==> config.mk <==
export PLATFORM = sky130hd
export DESIGN_NAME = versat_config_sequencer
export DESIGN_NICKNAME = d
export VERILOG_FILES = /design/src/rtl/versat_config_sequencer_pkg.sv /design/src/rtl/versat_dirty_prio_enc.sv /design/src/rtl/versat_config_sequencer.sv
export SDC_FILE = /design/constraint.sdc
export NUM_CORES = 2
export LEC_CHECK = 0
export BUFFER_PORTS_ARGS = -buffer_cell sky130_fd_sc_hd__buf_2
export CORE_MARGIN = 1.5
export CORE_UTILIZATION = 34
export CTS_CLUSTER_DIAMETER = 30
export DETAILED_ROUTE_END_ITERATION = 12
export HOLD_SLACK_MARGIN = 0.12
export SKIP_CTS_REPAIR_TIMING = 1
export SYNTH_ARGS = -nofsm -noshare
export SYNTH_HDL_FRONTEND = slang
export SYNTH_HIERARCHICAL = 1
export SYNTH_SLANG_ARGS = --single-unit
==> constraint.sdc <==
create_clock -name clk -period 3 [get_ports clk]
set_clock_uncertainty 0.15 [all_clocks]
set_input_delay 0.15 -clock clk [delete_from_list [all_inputs] [get_ports clk]]
set_output_delay 0.15 -clock clk [all_outputs]
set_load 0.005 [all_outputs]
==> src/rtl/versat_config_sequencer_pkg.sv <==
// Shared types and default widths for the Versat config sequencer.
// The defaults match the accelerator's config port widths.
package versat_config_sequencer_pkg;

   localparam int unsigned DATA_W_DEF    = 32;
   localparam int unsigned ADDR_W_DEF    = 5;
   localparam int unsigned TIMEOUT_W_DEF = 16;

   typedef enum logic [2:0] {
      StIdle,
      StScan,
      StWrite,
      StRun,
      StArm,
      StWaitDone,
      StFinish
   } state_e;

endpackage

==> src/rtl/versat_dirty_prio_enc.sv <==
// Dirty bitmap for the shadow buffer.
// Reports the lowest dirty index at or above a base index.
module versat_dirty_prio_enc
   import versat_config_sequencer_pkg::*;
#(
   parameter int unsigned ADDR_W = ADDR_W_DEF
) (
   input  logic              clk,
   input  logic              rst,
   input  logic              set_en,
   input  logic [ADDR_W-1:0] set_idx,
   input  logic              clr_en,
   input  logic [ADDR_W-1:0] clr_idx,
   input  logic [ADDR_W:0]   base,
   output logic              found,
   output logic [ADDR_W-1:0] found_idx
);

   localparam int unsigned DEPTH = 1 << ADDR_W;

   logic [DEPTH-1:0] dirty_q, dirty_d;

   always_comb begin
      dirty_d = dirty_q;
      if (set_en) dirty_d[set_idx] = 1'b1;
      if (clr_en) dirty_d[clr_idx] = 1'b0;
   end

   always_ff @(posedge clk or posedge rst) begin
      if (rst) dirty_q <= '0;
      else     dirty_q <= dirty_d;
   end

   // base carries one extra bit so that a base past the last entry matches nothing
   always_comb begin
      found     = 1'b0;
      found_idx = '0;
      for (int i = DEPTH - 1; i >= 0; i--) begin
         if (dirty_q[i] && (i >= int'(base))) begin
            found     = 1'b1;
            found_idx = ADDR_W'(i);
         end
      end
   end

endmodule

==> src/rtl/versat_config_sequencer.sv <==
// Shadows accelerator config words written by the host and replays dirty
// entries in ascending address order on start, then pulses run and awaits done.
module versat_config_sequencer
   import versat_config_sequencer_pkg::*;
#(
   parameter int unsigned DATA_W    = DATA_W_DEF,
   parameter int unsigned ADDR_W    = ADDR_W_DEF,
   parameter int unsigned TIMEOUT_W = TIMEOUT_W_DEF
) (
   input  logic                clk,
   input  logic                rst,
   input  logic                host_valid,
   input  logic                host_we,
   input  logic [ADDR_W-1:0]   host_addr,
   input  logic [DATA_W-1:0]   host_wdata,
   output logic                host_ready,
   output logic [DATA_W-1:0]   host_rdata,
   input  logic                start,
   output logic                busy,
   output logic                seq_done,
   output logic                error,
   output logic                acc_valid,
   output logic [ADDR_W-1:0]   acc_addr,
   output logic [DATA_W/8-1:0] acc_wstrb,
   output logic [DATA_W-1:0]   acc_wdata,
   input  logic                acc_ready,
   output logic                acc_run,
   input  logic                acc_done
);

   localparam int unsigned DEPTH = 1 << ADDR_W;

   state_e               state_q, state_d;
   logic [ADDR_W:0]      idx_q, idx_d;
   logic [TIMEOUT_W-1:0] wd_q, wd_d;
   logic                 error_q, error_d;
   logic [DATA_W-1:0]    shadow_q [DEPTH];

   logic              host_acc;
   logic              shadow_we;
   logic              wd_expired;
   logic              acc_accept;
   logic              found;
   logic [ADDR_W-1:0] found_idx;

   assign host_acc   = host_valid && (state_q == StIdle);
   assign shadow_we  = host_acc && host_we;
   assign host_ready = host_acc;
   assign host_rdata = host_acc ? shadow_q[host_addr] : '0;

   always_ff @(posedge clk) begin
      if (shadow_we) shadow_q[host_addr] <= host_wdata;
   end

   versat_dirty_prio_enc #(
      .ADDR_W (ADDR_W)
   ) u_dirty (
      .clk       (clk),
      .rst       (rst),
      .set_en    (shadow_we),
      .set_idx   (host_addr),
      .clr_en    (acc_accept),
      .clr_idx   (idx_q[ADDR_W-1:0]),
      .base      (idx_q),
      .found     (found),
      .found_idx (found_idx)
   );

   assign wd_expired = &wd_q;
   // Request is withdrawn in the expiry cycle so a late ready cannot be taken
   assign acc_valid  = (state_q == StWrite) && !wd_expired;
   assign acc_accept = acc_valid && acc_ready;
   assign acc_addr   = acc_valid ? idx_q[ADDR_W-1:0] : '0;
   assign acc_wdata  = acc_valid ? shadow_q[idx_q[ADDR_W-1:0]] : '0;
   assign acc_wstrb  = acc_valid ? {(DATA_W/8){1'b1}} : '0;
   assign acc_run    = (state_q == StRun);
   assign busy       = (state_q != StIdle);
   assign seq_done   = (state_q == StFinish);
   assign error      = error_q;

   always_comb begin
      state_d = state_q;
      idx_d   = idx_q;
      error_d = error_q;
      wd_d    = '0;
      unique case (state_q)
         StIdle: begin
            if (start) begin
               error_d = 1'b0;
               idx_d   = '0;
               state_d = StScan;
            end
         end
         StScan: begin
            if (found) begin
               idx_d   = {1'b0, found_idx};
               state_d = StWrite;
            end else begin
               state_d = StRun;
            end
         end
         StWrite: begin
            if (wd_expired) begin
               error_d = 1'b1;
               state_d = StFinish;
            end else if (acc_ready) begin
               idx_d   = idx_q + (ADDR_W + 1)'(1);
               state_d = StScan;
            end else begin
               wd_d = wd_q + TIMEOUT_W'(1);
            end
         end
         StRun: state_d = StArm;
         StArm: state_d = StWaitDone;
         StWaitDone: begin
            if (acc_done) begin
               state_d = StFinish;
            end else if (wd_expired) begin
               error_d = 1'b1;
               state_d = StFinish;
            end else begin
               wd_d = wd_q + TIMEOUT_W'(1);
            end
         end
         StFinish: state_d = StIdle;
         default:  state_d = StIdle;
      endcase
   end

   always_ff @(posedge clk or posedge rst) begin
      if (rst) begin
         state_q <= StIdle;
         idx_q   <= '0;
         wd_q    <= '0;
         error_q <= 1'b0;
      end else begin
         state_q <= state_d;
         idx_q   <= idx_d;
         wd_q    <= wd_d;
         error_q <= error_d;
      end
   end

endmodule

==> results.py <==
metrics = {
    "clock_network": {
        "htreeDepth": 4,
        "cts.sinks": 1082,
        "clockRootBuffer": "clkbuf_16",
        "clockBufferDepth": 3,
        "clk_transition_reported_paths_ns": 0.04,
        "clock_latency_ns": 0.82,
        "cts_inserted_buffers": 219,
        "cts_tree": "done",
    },
    "synth": {
        "yosysSeqAreaShare_pct": 63.39,
        "synthFlopType": "edfxtp_1",
        "synth_area_sq_um": 50800,
        "synth.area.top_cells": "edfxtp_1 61%, mux4_2 20%, dfrtp_1 2.9%",
        "yosysWarningCount": 6,
        "netlist_top_cells_count": "1024 x edfxtp_1, 448 x mux4_2, 145 x a21oi_1",
        "synth_top_area_share_pct": 60.53,
        "synth_edf_count": 1024,
        "synth.net_count": 2889,
        "syn_area_per_cell_sq_um": 17.87,
        "ys_ff_latch": 1082,
        "synth.most_common_cell": "edfxtp_1",
        "synth_top_area_cell": "edfxtp_1",
        "ys_types": 64,
        "async_flop_share_pct": 5.360,
        "synthesis.instances": 2843,
    },
    "critical_path": {
        "start_kind": "flip-flop",
        "cp_data_arrival_time_ns": 3.43,
        "critPathRequiredTime_ns": 2.70,
        "crit_type": "reg -> out",
        "worstRegToRegCells": 12,
        "worstReg2RegStart": "idx_q[0]$_DFFE_PP0P_",
        "cp_max_fo": 42,
        "critPathMaxStageDelay_ns": 0.56,
        "r2r-end": "idx_q[0]$_DFFE_PP0P_",
        "end_kind": "primary output",
        "path_delay_family": "compound AO/OA/AOI/OAI gates",
        "r2r_setup_slack_ns": -0.02,
        "crit_chain": "buf_12 > nor2b_4 > buf_4 > buf_12 > a2111oi_4 > a21oi_1 > o22ai_2 > buf_6 > buf_6",
        "critPathBufInv": 5,
        "critPathSlowestCell": "dfrtp_4",
    },
    "timing": {
        "relSlewSlack_pct": 34.40,
        "fin_crit_sh_pct": 124.4,
        "finalSetupViolCount": 37,
        "slew_violations": 0,
        "finalHoldViolations": 0,
        "worst_slew_pin_slew_ns": 0.9819,
        "fmax_ghz": 0.2679,
        "rsz0062_at_grt": "true",
        "hold_slack_ns": 0.1052,
        "fin_ws_ns": -0.7323,
        "fin_crit_ns": 3.732,
    },
    "global_routing": {
        "grt_max_degree": 93,
        "antenna_found_initial": 4,
        "grt_pass1_vias": 32950,
        "grt_pass1_wl_um": 237800,
        "grt_usage_pct": 21.70,
        "grt_overflow": 0,
    },
    "layout": {
        "n_fill_cell": 12600,
        "final_cell_area_sq_um": 65750,
        "area_growth_syn_to_layout_pct": 29.43,
        "drive_gt1_share_pct": 41.88,
        "final_nets": 3384,
    },
    "route": {
        "via_count": 33530,
        "wire_per_inst_um": 31.51,
        "ant_nets": 0,
        "drc": 0,
        "drtIter0Drc": 4246,
        "wirelength_um": 171900,
        "dr.pass1.iters": 6,
        "avgViaCountPerCell": 6.147,
    },
    "placed_design": {
        "place_ws_ns": -0.6305,
        "dp_hpwl_um": 94740,
        "gp_congestion": 0.8544,
        "placed_area_sq_um": 56120,
        "io_buffers": 122,
    },
    "floorplanning": {
        "rows": 141,
        "start_util_pct": 34.32,
        "core-area_sq_um": 148000,
        "die_w_um": 389.5,
        "die-area_sq_um": 151700,
        "ioPinCount": 123,
        "die_y_um": 389.5,
    },
    "power_and_ir_drop": {
        "leakagePower_nw": 21.59,
        "ir_drop_mv": 0.5811,
        "power.density_nw_per_um2": 785.5,
    },
    "worst_hold_path": {
        "hold_path_class": "in -> reg",
        "hold_end": "error$_DFFE_PP0P_",
        "hold_depth": 5,
        "hp-start": "acc_done",
    },
    "outcome": {
        "status": "finished, violations left",
        "violations": "negative setup slack",
    },
    "flow_run": {
        "drv_cap": 0,
    },
}
-- power breakdown --
group          leakage, nW  internal, mW  switching [mW]  total, mW
Clock                 3.63          16.0            8.44       24.4
Combinational         7.97          4.79            5.46       10.2
Sequential            9.99          16.8           0.192       17.0
Total                 21.6          37.6            14.1       51.6
-- metrics by stage --
step                TNS (ns)  std cells  power (mW)  utilization (%)
floorplan            -118.13       2843       22.70                -
global placement     -0.8666       4937       25.85            37.92
detailed placement   -0.8950       4937       25.87            37.92
CTS                   -26.79       5344       50.28            43.02
global route          -21.53       5455       53.24            44.42
finish                -18.19       5455       51.65            44.42
-- layer usage --
metal  track usage [%]  vias to the layer above  wire length (um)  share of wire (%)
met5                 0                        -                16             0.0093
met4             7.784                        2              5660                3.3
met3             4.766                      379             17220                 10
met2             34.17                     2152             80430                 47
met1             29.59                    17730             68570                 40
li1                  -                    13270                 -                  -
-- kinds of logic after synthesis --
logic type / synth area share (%)
AO/OA/AOI/OAI: 7.468
XOR/XNOR: 0.2414
adder cells (fa/ha/maj): 0.04925
buffers and inverters: 2.534
flip-flops: 63.39
multiplexers: 22.60
AND/OR/NAND/NOR: 3.717
-- cell usage in the layout (no fill, tap or decap), types with 17 or more instances in the layout --
master	instances
a2111oi_1	17
a21oi_1	137
a2111oi_0	27
mux2i_1	65
dfrtp_1	53
a211oi_1	66
bufinv_16	27
a221oi_1	22
and3_1	17
a22oi_1	64
buf_2	117
edfxtp_1	1024
clkinvlp_4	25
inv_6	29
mux2_2	64
dlygate4sd3_1	42
clkinv_1	31
buf_4	205
buf_12	89
a2111oi_2	19
o21ai_0	25
nor2_1	102
mux4_2	448
clkbuf_16	240
o22ai_1	25
nor2_4	33
nand3_1	23
nor2b_1	69
a22o_1	34
clkinv_2	33
a31oi_1	35
nand2_1	38
-- registers in the layout, indices dropped and copies added, names as in the netlist --
| signal | flops |
|---|---|
| shadow_q | 1024 |
| u_dirty/dirty_q | 32 |
| wd_q | 16 |
| idx_q | 6 |
| state_q | 3 |
| error | 1 |
-- tightest hold or removal path, stage by stage --
cell	delay (ns)
dlygate4sd3_1	0.52
buf_2	0.10
nor3b_1	0.05
o21ai_0	0.14
a31oi_1	0.08
-- final cells by class --
cell class / instances / area [sq um] / share of cell area, %
Timing Repair Buffer: 506 / 5421 / 8.245
Antenna cell: 1 / 2.502 / 0.003806
Tap cell: 1930 / 2415 / 3.672
Clock buffer: 237 / 5652 / 8.595
Clock inverter: 170 / 1899 / 2.889
Inverter: 15 / 56.30 / 0.08563
Multi-Input combinational cell: 1514 / 18090 / 27.51
Sequential cell: 1082 / 32220 / 49.00
-- worst max path at each step --
| stage | depth (start not counted) | from | slack [ns] | to |
|---|---|---|---|---|
| 3_5_place_dp | 11 | idx_q[2]$_DFFE_PP0P_ | -0.63 | acc_wdata[14] |
| 3_3_place_gp | 11 | idx_q[2]$_DFFE_PP0P_ | -0.63 | acc_wdata[14] |
| 2_1_floorplan | 7 | host_addr[0] | -0.29 | shadow_q[0][0]$_DFFE_PP_ |
| 5_1_grt | 11 | idx_q[2]$_DFFE_PP0P_ | -0.76 | acc_wdata[14] |
| 6_report | 9 | idx_q[1]$_DFFE_PP0P_ | -0.73 | acc_wdata[14] |
| 4_1_cts | 11 | idx_q[2]$_DFFE_PP0P_ | -1.53 | acc_wdata[14] |
Power figures use the tool's default switching activity.
